===== src/rtl/decode_queue.sv =====
// decode_queue: registered decode FIFO that classifies fetched instructions on their way to execute
// Ports: clk, reset (synchronous, active-high, wins over flush); flush drops queued and offered entries;
//    in_valid/in_ready/in_pc/in_instr fetch side; out_valid/out_ready/out_pc/out_instr/out_class/out_ri
//    head entry; count is the current occupancy.
// Build option: define DECODE_COP0_EN to classify MFC0/MTC0/ERET as COP0 (class 4); otherwise opcode 0x10 is RI.
module decode_queue #(
   parameter int DEPTH    = 4,
   parameter int PC_WIDTH = 32
) (
   input  logic                       clk,
   input  logic                       reset,
   input  logic                       flush,
   input  logic                       in_valid,
   output logic                       in_ready,
   input  logic [PC_WIDTH-1:0]        in_pc,
   input  logic [31:0]                in_instr,
   output logic                       out_valid,
   input  logic                       out_ready,
   output logic [PC_WIDTH-1:0]        out_pc,
   output logic [31:0]                out_instr,
   output logic [2:0]                 out_class,
   output logic                       out_ri,
   output logic [$clog2(DEPTH+1)-1:0] count
);
   localparam int PW = $clog2(DEPTH);
   localparam int CW = $clog2(DEPTH + 1);
   logic [PC_WIDTH-1:0] r_pc    [DEPTH];
   logic [31:0]         r_instr [DEPTH];
   logic [2:0]          r_class [DEPTH];
   logic [PW-1:0]       r_head, r_tail;
   logic [CW-1:0]       r_count;
   logic                w_push, w_pop;
   logic [2:0]          w_class;
   logic [5:0]          w_op;
   logic [4:0]          w_rt;

   function automatic logic [PW-1:0] nxt(input logic [PW-1:0] p);
      return p == PW'(DEPTH - 1) ? '0 : p + PW'(1);
   endfunction

   assign w_op      = in_instr[31:26];
   assign w_rt      = in_instr[20:16];
   // in_ready looks only at occupancy, so a full queue refuses a push even while popping
   assign in_ready  = r_count != CW'(DEPTH);
   assign out_valid = r_count != '0;
   assign w_push    = in_valid & in_ready & ~flush;
   assign w_pop     = out_valid & out_ready & ~flush;
   assign count     = r_count;
   assign out_pc    = r_pc[r_head];
   assign out_instr = r_instr[r_head];
   assign out_class = r_class[r_head];
   assign out_ri    = out_class == 3'd7;

   always_comb begin
      w_class = 3'd7;
      case (w_op)
         6'h00: w_class = 3'd0;
         6'h01: w_class = (w_rt == 5'h00 || w_rt == 5'h01 || w_rt == 5'h10 || w_rt == 5'h11) ? 3'd1 : 3'd7;
         6'h02, 6'h03, 6'h04, 6'h05, 6'h06, 6'h07: w_class = 3'd1;
         6'h08, 6'h09, 6'h0A, 6'h0B, 6'h0C, 6'h0D, 6'h0E, 6'h0F: w_class = 3'd2;
         6'h20, 6'h21, 6'h23, 6'h24, 6'h25, 6'h28, 6'h29, 6'h2B: w_class = 3'd3;
`ifdef DECODE_COP0_EN
         6'h10: w_class = (in_instr[25:21] == 5'h00 || in_instr[25:21] == 5'h04 ||
                           (in_instr[25:21] == 5'h10 && in_instr[5:0] == 6'h18)) ? 3'd4 : 3'd7;
`endif
         default: w_class = 3'd7;
      endcase
   end

   always_ff @(posedge clk) begin
      if (w_push) begin
         r_pc[r_tail]    <= in_pc;
         r_instr[r_tail] <= in_instr;
         r_class[r_tail] <= w_class;
      end
   end

   always_ff @(posedge clk) begin
      if (reset || flush) begin
         r_head  <= '0;
         r_tail  <= '0;
         r_count <= '0;
      end else begin
         if (w_push) r_tail <= nxt(r_tail);
         if (w_pop) r_head <= nxt(r_head);
         r_count <= r_count + CW'(w_push) - CW'(w_pop);
      end
   end
endmodule


===== config.mk =====
export PLATFORM = sky130hd
export DESIGN_NAME = decode_queue
export DESIGN_NICKNAME = d
export VERILOG_FILES = /design/src/rtl/decode_queue.sv
export SDC_FILE = /design/constraint.sdc
export NUM_CORES = 1
export LEC_CHECK = 0
export ABC_AREA = 1
export CAP_MARGIN = 10
export CORE_MARGIN = 5
export CORE_UTILIZATION = 25
export CTS_BUF_LIST = sky130_fd_sc_hd__clkbuf_4 sky130_fd_sc_hd__clkbuf_8
export CTS_CLUSTER_DIAMETER = 80
export DETAILED_ROUTE_END_ITERATION = 16
export SYNTH_ARGS = -nofsm -noshare
export SYNTH_HDL_FRONTEND = slang
export SYNTH_SLANG_ARGS = --single-unit

===== constraint.sdc =====
create_clock -name clk -period 12.4 [get_ports clk]
set_clock_uncertainty 0.15 [all_clocks]
set_input_delay 2.48 -clock clk [delete_from_list [all_inputs] [get_ports clk]]
set_output_delay 2.48 -clock clk [all_outputs]
set_load 0.1 [all_outputs]

==> reports/metrics.yaml <==
cells_and_area:
  fin_util_pct: 31.9
  diodes: 0
  layout_commonest_cell: "edfxtp_1"
  nFillCells: 4311
  nets: 989
  areaGrowthSynthToFinish_pct: 26.0
  layout_common_cells: "edfxtp_1 (268), clkdlybuf4s50_1 (141), o21ai_0 (125)"
  drive_gt1_share_pct: 18.8
  finalNonFillerCells: 1533
global_route:
  grt_pass1_vias: 6616
  grt_max_degree: 79
  grt_use_total_pct: 10.4
  grt_pass1_wl_um: 38300
  antenna_found_initial: 0
  grt_overflow: 0
clocking:
  root_buffer: "clkbuf_8"
  clockBufferDepth: 3
  cts_buffers: 48
  cts_htree_levels: 2
  clkTransAtPathRegs_ns: 0.05
  insertion_delay_ns: 0.59
  postCtsHoldBufs: 0
  cts_setup_buffers: 0
  cts_tree: "built"
  cts.sinks: 277
  postCtsResizedCells: 0
timing:
  final_hold_viol_count: 0
  rsz0062_at_grt: "no"
  fin_ws_ns: 5.70
  slew_headroom_pct: 25.8
  tns_ns: 0
  period_minus_slack_ns: 6.70
  timing.fmax_mhz: 149
  period_share_pct: 54.0
  setup_viol: 0
  slew_viol_final: 0
  worst_pin_slew_ns: 1.11
route:
  routed_wl_um: 25200
  vias_per_cell: 4.20
  drc: 0
  drt-pass1-iter-count: 5
  wl_per_cell_um: 16.5
  drtIter0Drc: 317
  vias: 6444
  ant_nets: 0
floorplanning:
  fp-row-count: 76
  fp.dieW_um: 219
  core_area_um2: 43200
  ios: 142
  die_h_um: 219
  start_util_pct: 25.3
  die-area_um2: 48100
power_and_ir_drop:
  p_per_area_nw_per_um2: 149
  p_int_w: 0.00151
  p_leak_nw: 4.55
  p_comb_share_pct: 11.1
  power.clock.fraction_pct: 37.6
  p_seq_share_pct: 51.3
  switchingPower_w: 0.000537
  irDropWorstVdd_v: 0.0000808
  switching_share_pct: 26.2
worst_setup_path:
  r2r_setup_slack_ns: 9.49
  path_delay_family: "buffers and inverters"
  reg2reg_to: "r_instr[3][14]$_DFFE_PP_"
  start_kind: "flip-flop"
  crit_chain: "inv_6, buf_4, o21ai_0, o22ai_1, clkdlybuf4s50_1"
  reg2reg_from: "count[1]$_SDFF_PP0_"
  worst-path-buf-inv: 3
  slowest_stage: "clkdlybuf4s50_1"
  critPathKind: "reg2out"
  path_max_fanout: 74
  cp_data_required_time_ns: 9.77
  worst-endpoint-arrival_ns: 4.07
  worst_path_largest_cell_delay_ns: 1.18
  end_kind: "output pin"
  ff2ff_path_depth: 6
synth:
  syn_avg_cell_area_um2: 14.5
  synthCells: 754
  ys_types: 27
  yosysTopAreaCell: "edfxtp_1"
  synth_top_area_share_pct: 73.6
  ys.flop_type: "edfxtp_1"
  syn_nets: 831
  yosys-top-cells-area: "edfxtp_1 (74%), o21ai_0 (5.7%), o22ai_2 (4.6%), nor2_1 (3.8%), nor2_2 (2.3%)"
  async_flop_share_pct: 0
  ys_warn_count: 0
  ys_seq_elements: 277
  synth-edff-count: 268
  ys_seq_area_share_pct: 75.2
  syn_area_um2: 10900
outcome:
  outcome: "finished clean"
min_path:
  holdPathStages: 4
  hp-class: "reg2reg"
  worstHoldStart: "r_head[1]$_SDFFE_PP0N_"
run:
  maxCapViolCount: 0
placed_design:
  dp_hpwl_um: 13700
  dp_slack_ns: 6.23
  gp_congestion: 0.671
  io_buffer_count: 141
  numPlacedInstances: 1447
==> state kept, by name, indices dropped and copies added, names as in the netlist, named ones only <==
signal and count:
r_pc 128, r_head 2, count 3, r_tail 2, r_class 12, r_instr 128
==> stage by stage <==
stage          hold WS (ns)  instance area (um2)  power (W)
6_report              0.374                13800    0.00205
2_1_floorplan         0.351                10900    0.00123
3_5_place_dp          0.369                12900    0.00130
5_1_grt               0.440                13800    0.00214
3_3_place_gp          0.366                12900    0.00130
4_1_cts               0.379                13800    0.00209
==> worst reg2reg max path: stages (launching register included) <==
cell and delay, ns:
dfxtp_1 0.39, inv_1 0.09, nand3_1 0.13, nand3_1 0.42
nor2_4 0.20, buf_4 0.51, buf_4 0.63
==> cells by family after synthesis <==
family | count (synthesis) | share of synthesized area, %
compound gates | 196 | 12.0
fa+ha+maj | 8 | 0.983
buf+inv | 74 | 3.80
flops | 277 | 75.2
simple gates | 199 | 8.02
==> area by class of cell <==
cell class                      count  area (um2)  area share, %
Tap cell                          585         732           5.31
Clock buffer                       63         773           5.61
Inverter                           31         121          0.880
Sequential cell                   277        8230           59.7
Multi-Input combinational cell    403        2330           16.9
Timing Repair Buffer              151        1490           10.8
Clock inverter                     23         111          0.808
==> cells in the mapped netlist, types with 6 or more instances <==
cell type  count
edfxtp_1     268
o21ai_0      125
nor2_1       110
nor2_2        41
o22ai_2       40
nand2_1       31
inv_1         29
o22ai_1       24
buf_2         13
nand3_1       12
clkbuf_1      11
dfxtp_1        9
ha_1           7
o21ai_1        6
==> how the worst max path moves through the flow <==
| stage | to | cells after the start | startpoint | slack, ns |
|---|---|---|---|---|
| 6_report | out_pc[12] | 5 | flip-flop | 5.70 |
| 5_1_grt | out_pc[12] | 5 | flip-flop | 5.29 |
| 4_1_cts | out_pc[12] | 5 | flip-flop | 5.55 |
| 3_5_place_dp | out_pc[12] | 5 | flip-flop | 6.23 |
| 3_3_place_gp | out_pc[12] | 5 | flip-flop | 6.29 |
| 2_1_floorplan | r_class[0][0]$_DFFE_PP_ | 3 | flush | 6.13 |
==> metal layers <==
metal | global-route usage [%] | vias up | wire, um
met2 | 17.5 | 175 | 12200
li1 | - | 3098 | -
met1 | 12.6 | 3132 | 10800
met5 | 0 | - | 0
met4 | 3.47 | 0 | 582
met3 | 3.27 | 39 | 1640
==> power by group through the flow <==
| stage | registers (W) | logic, W | clock network [W] |
|---|---|---|---|
| after floorplan | 0.00107 | 0.000153 | 0 |
| after global routing | 0.00105 | 0.000239 | 0.000851 |
| after CTS | 0.00105 | 0.000231 | 0.000808 |
| after detailed placement | 0.00107 | 0.000230 | 0 |
| after global placement | 0.00107 | 0.000228 | 0 |
| final | 0.00105 | 0.000227 | 0.000771 |
(Power assumes the default switching activity.)
